**src/rtl/pc_fetch_unit.sv**
```systemverilog
// Program-counter and instruction-fetch stage: one outstanding imem request,
// one-entry output buffer toward decode, jr/jump/branch redirect handling.
module pc_fetch_unit #(
  parameter logic [31:0] RESET_PC = 32'h0000_0000
) (
  input  logic        clk,
  input  logic        rst_n,
  input  logic        stall,
  input  logic        jr_valid,
  input  logic [31:0] jr_target,
  input  logic        jump_valid,
  input  logic [25:0] jump_index,
  input  logic        branch_taken,
  input  logic [31:0] branch_offset,
  output logic        imem_req,
  output logic [31:0] imem_addr,
  input  logic        imem_ack,
  input  logic [31:0] imem_rdata,
  output logic        instr_valid,
  output logic [31:0] instr,
  output logic [31:0] pc_out,
  output logic [31:0] pc_plus4
);

  typedef enum logic [1:0] {
    IDLE    = 2'd0,
    FETCH   = 2'd1,
    DELIVER = 2'd2,
    KILL    = 2'd3
  } state_t;

  state_t      state_r, state_s;
  logic [31:0] fetch_pc_r, fetch_pc_s;
  logic [31:0] pending_pc_r, pending_pc_s;
  logic [31:0] instr_r, instr_s;
  logic [31:0] pc_out_r, pc_out_s;
  logic        req_r, req_s;
  logic        valid_r, valid_s;
  logic        redirect_s;
  logic [31:0] target_s;

  assign pc_plus4    = pc_out_r + 32'd4;
  assign redirect_s  = jr_valid | jump_valid | branch_taken;
  assign imem_req    = req_r;
  // imem_addr tracks fetch_pc; KILL parks the new target in pending_pc so the address stays put
  assign imem_addr   = fetch_pc_r;
  assign instr_valid = valid_r;
  assign instr       = instr_r;
  assign pc_out      = pc_out_r;

  // Redirect target selection, priority jr > jump > branch
  always_comb begin
    target_s = pc_plus4 + {branch_offset[29:0], 2'b00};
    if (jr_valid) begin
      target_s = jr_target;
    end else if (jump_valid) begin
      target_s = {pc_plus4[31:28], jump_index, 2'b00};
    end else begin
      target_s = pc_plus4 + {branch_offset[29:0], 2'b00};
    end
  end

  // Next-state and next-register computation
  always_comb begin
    state_s      = state_r;
    fetch_pc_s   = fetch_pc_r;
    pending_pc_s = pending_pc_r;
    instr_s      = instr_r;
    pc_out_s     = pc_out_r;
    case (state_r)
      IDLE: begin
        state_s = FETCH;
      end
      FETCH: begin
        if (imem_ack) begin
          if (redirect_s) begin
            fetch_pc_s = target_s;
          end else begin
            instr_s    = imem_rdata;
            pc_out_s   = fetch_pc_r;
            fetch_pc_s = fetch_pc_r + 32'd4;
            state_s    = DELIVER;
          end
        end else if (redirect_s) begin
          pending_pc_s = target_s;
          state_s      = KILL;
        end else begin
          state_s = FETCH;
        end
      end
      DELIVER: begin
        if (redirect_s) begin
          fetch_pc_s = target_s;
          state_s    = FETCH;
        end else if (!stall) begin
          state_s = FETCH;
        end else begin
          state_s = DELIVER;
        end
      end
      KILL: begin
        if (imem_ack) begin
          fetch_pc_s = redirect_s ? target_s : pending_pc_r;
          state_s    = FETCH;
        end else if (redirect_s) begin
          pending_pc_s = target_s;
        end else begin
          state_s = KILL;
        end
      end
      default: begin
        state_s = IDLE;
      end
    endcase
    req_s   = (state_s == FETCH) || (state_s == KILL);
    valid_s = (state_s == DELIVER);
  end

  // State, PC and output-buffer registers
  always_ff @(posedge clk or negedge rst_n) begin
    if (!rst_n) begin
      state_r      <= IDLE;
      fetch_pc_r   <= RESET_PC;
      pending_pc_r <= 32'h0000_0000;
      instr_r      <= 32'h0000_0000;
      pc_out_r     <= 32'h0000_0000;
      req_r        <= 1'b0;
      valid_r      <= 1'b0;
    end else begin
      state_r      <= state_s;
      fetch_pc_r   <= fetch_pc_s;
      pending_pc_r <= pending_pc_s;
      instr_r      <= instr_s;
      pc_out_r     <= pc_out_s;
      req_r        <= req_s;
      valid_r      <= valid_s;
    end
  end

endmodule

```
**config.mk**
```make
export PLATFORM = sky130hd
export DESIGN_NAME = pc_fetch_unit
export DESIGN_NICKNAME = d
export VERILOG_FILES = /design/src/rtl/pc_fetch_unit.sv
export SDC_FILE = /design/constraint.sdc
export NUM_CORES = 1
export LEC_CHECK = 0
export CORE_MARGIN = 2
export CORE_UTILIZATION = 44
export DETAILED_ROUTE_END_ITERATION = 16
export PLACE_DENSITY = 0.81
export RECOVER_POWER = 50
export SYNTH_ARGS = -nofsm -noshare
export SYNTH_HDL_FRONTEND = slang
export SYNTH_SLANG_ARGS = --single-unit
```
**constraint.sdc**
```tcl
create_clock -name clk -period 3.8 [get_ports clk]
set_input_delay 0.76 -clock clk [delete_from_list [all_inputs] [get_ports clk]]
set_output_delay 0.76 -clock clk [all_outputs]
set_load 0.03 [all_outputs]
```
==> results_dict.tcl <==
set metrics [dict create \
    grt_max_degree 98 \
    initial_core_util_pct 44.9 \
    hold_start "pending_pc_r[1]$_DFFE_PN0P_" \
    setup_viol 0 \
    fin_util_pct 68.3 \
    rows 52 \
    violations "max-capacitance violations, max-slew violations" \
    io_pins 259 \
    crit_type "reg -> reg" \
    hold_path_depth 2 \
    rr_worst_depth 17 \
    min_delay_worst_endpoint "pending_pc_r[1]$_DFFE_PN0P_" \
    drt_pass1_iterations 6 \
    first_global_vias 9634 \
    track_usage_pct 30.2 \
    drive_above_1_share_pct 21.4 \
    via_count 9865 \
    max_freq_mhz 268 \
    p_int_mw 5.30 \
    synth.avg_cell_area_sq_um 8.82 \
    yosysTopAreaCell "dfrtp_1" \
    switchingPower_mw 3.85 \
    crit_fanout 4 \
    synth_flop_cell "dfrtp_1" \
    antenna_found_initial 0 \
    clkTransAtPathRegs_ns 0.06 \
    grt_pass1_wl_microns 51500 \
    worst_pin_slew_ns 2.47 \
    peakVddDrop_uv 353 \
    relSlewSlack_pct -64.9 \
    worstPathRequired_ns 4.10 \
    globalplace.congestion 0.935 \
    tritoncts "done" \
    syn_nets 1198 \
    cts.sinks 131 \
    ys_ff_latch 131 \
    worstSetupEndpointType "flop" \
    cp.arrival_ns 4.04 \
    finClkSkew_ns 0.00993 \
    min_period_ns 3.73 \
    core_area_sq_um 20200 \
    drt-total-wl_microns 33400 \
    status "finished with violations" \
    htreeDepth 4 \
    seq_power_share_pct 23.5 \
    maxCapViolations 2 \
    port_buffers 256 \
    timing.final.hold_violations 0 \
    die_y_microns 148 \
    synth_warnings 0 \
    netlist_top_cells_area "dfrtp_1, mux2_2, nand2_1, ha_1, o21ai_0" \
    synth-edff-count 0 \
    start_kind "flop" \
    synth_top_area_share_pct 36.1 \
    p_leak_nw 5.87 \
    drtIter0Drc 1015 \
    startpoint "pc_out[6]$_DFFE_PN0P_" \
    wl_per_cell_microns 20.0 \
    via_per_inst 5.92 \
    async_reset_ff_share_pct 100 \
    final_nets 1551 \
    worstSkewPairLatency_ns 0.43 \
    synth.cell_area_sq_um 9090 \
    cts-root-buf "clkbuf_16" \
    pwr_density_cell_nw_per_um2 662 \
    synthCells 1031 \
    remaining_drc_errors 0 \
    power_mw 9.15 \
    p_comb_share_pct 56.5 \
    r2r_setup_slack_ns 0.07 \
    rsz0062_at_grt "yes" \
    ys_types 78 \
    place_hpwl_microns 25400 \
    netlist_top_cells_count "nand2_1, dfrtp_1, o21ai_0" \
    yosysMostFrequentCell "nand2_1" \
    die_area_sq_um 21800 \
    fp.dieW_microns 148 \
    r2r_end "imem_addr[31]$_DFFE_PN0P_" \
    fin_crit_sh_pct 98.3 \
    reg2reg_from "pc_out[6]$_DFFE_PN0P_" \
    synth_seq_area_share_pct 36.1 \
    cts_buffers 17 \
    switching_share_pct 42.1 \
    gr-total-overflow 0 \
    syn2layout_area_growth_pct 52.1 \
    hold_class "reg -> reg" \
    drv_slew 134 \
    ant_nets 0 \
    pwr-share-clk_pct 20.0 \
    antenna_cells 0 \
    cts_buffer_depth 2 \
]
worst max-delay path, cell delays in order, from the launching register on:
cell	delay, ns
dfrtp_2	0.35
and4_4	0.28
nand4_4	0.19
nor3_4	0.21
nand3_2	0.16
xnor2_4	0.22
ha_4	0.24
nand2_4	0.06
nor3_1	0.04
and2_1	0.15
a211o_1	0.34
a211o_1	0.35
a211oi_2	0.22
mux2i_1	0.22
buf_4	0.17
xnor2_4	0.07
a2111oi_4	0.26
a21oi_1	0.06
final cells by class:
class | count | area, sq um
inverter | 23 | 86.3
clock buffer | 22 | 494
clock inverter | 10 | 169
sequential | 131 | 3290
tap | 270 | 338
multi-input combinational | 824 | 5890
timing repair buffer | 387 | 3550
fill | 1583 | 6410
what timing repair did:
| action | in CTS | in global routing |
|---|---|---|
| pin swaps | 6 | 15 |
| setup endpoints to repair | 1 | 9 |
| setup buffers | 1 | 4 |
| hold endpoints to repair | 0 | 0 |
| gates resized for setup | 6 | 14 |
| hold buffers | 0 | 0 |
metal layers:
layer / vias up / track usage (%) / part of all wire, %
li1: 4471 / - / -
met1: 4700 / 39.8 / 40
met2: 597 / 48.7 / 47
met3: 97 / 6.73 / 10
met4: 0 / 11.7 / 3.4
met5: - / 0 / 0
through the flow:
stage	setup WS (ns)	hold WS, ns	cell area (sq um)	instances	setup TNS [ns]
floorplan	-0.0883	0.440	9390	1031	-0.0883
global placement	-0.160	0.451	13000	1630	-0.478
detailed placement	-0.238	0.463	13000	1630	-1.07
CTS	0.0189	0.477	13700	1663	0
global route	-0.119	0.486	13800	1667	-0.362
finish	0.0654	0.478	13800	1667	0
cell families after synthesis:
kind of cell / after synthesis / share of synthesized area [%]
muxes: 68 / 8.32
adders and majority gates: 38 / 5.31
buffers and inverters: 76 / 3.30
AOI/OAI and AO/OA: 310 / 22.7
DFF: 131 / 36.1
and+or+nand+nor: 339 / 17.6
xor gates and xnor gates: 69 / 6.73
layout by cell type (no fill, tap or decap), types with 14 or more instances in the layout:
cell type	synthesis	layout
clkbuf_16	0	17
clkdlybuf4s50_1	0	195
nor3_1	15	14
inv_1	21	21
nor2_1	76	72
mux2_2	60	60
dlygate4sd3_1	0	59
nand2_1	134	133
and3_1	16	15
buf_4	2	124
o22ai_1	20	20
xnor2_1	46	33
ha_1	37	33
nand4_1	16	16
xor2_1	22	17
o21ai_0	86	84
a21o_1	16	16
dfrtp_1	131	119
a21oi_1	68	67
nand3_1	36	31
registers in the layout, indices dropped and copies added, names as in the netlist:
register	flops
pc_out	32
instr	32
instr_valid	1
imem_addr	32
pending_pc_r	32
state_r	2
how the worst max path moves through the flow:
stage	end	slack, ns	cells after the start
2_1_floorplan	imem_addr[31]$_DFFE_PN0P_	-0.09	16
3_3_place_gp	imem_addr[31]$_DFFE_PN0P_	-0.16	13
3_5_place_dp	imem_addr[31]$_DFFE_PN0P_	-0.24	13
4_1_cts	pending_pc_r[29]$_DFFE_PN0P_	0.02	16
5_1_grt	imem_addr[31]$_DFFE_PN0P_	-0.12	17
6_report	imem_addr[31]$_DFFE_PN0P_	0.07	17
power by group through the flow:
| stage | sequential [mW] | combinational [mW] | clock (mW) |
|---|---|---|---|
| after floorplan | 2.74 | 2.28 | 0 |
| after global placement | 2.14 | 4.98 | 0 |
| after detailed placement | 2.16 | 5.06 | 0 |
| after CTS | 2.14 | 5.11 | 1.84 |
| after global routing | 2.20 | 5.49 | 1.90 |
| final | 2.15 | 5.16 | 1.83 |
Note: power is estimated with default switching activity, not from simulation.
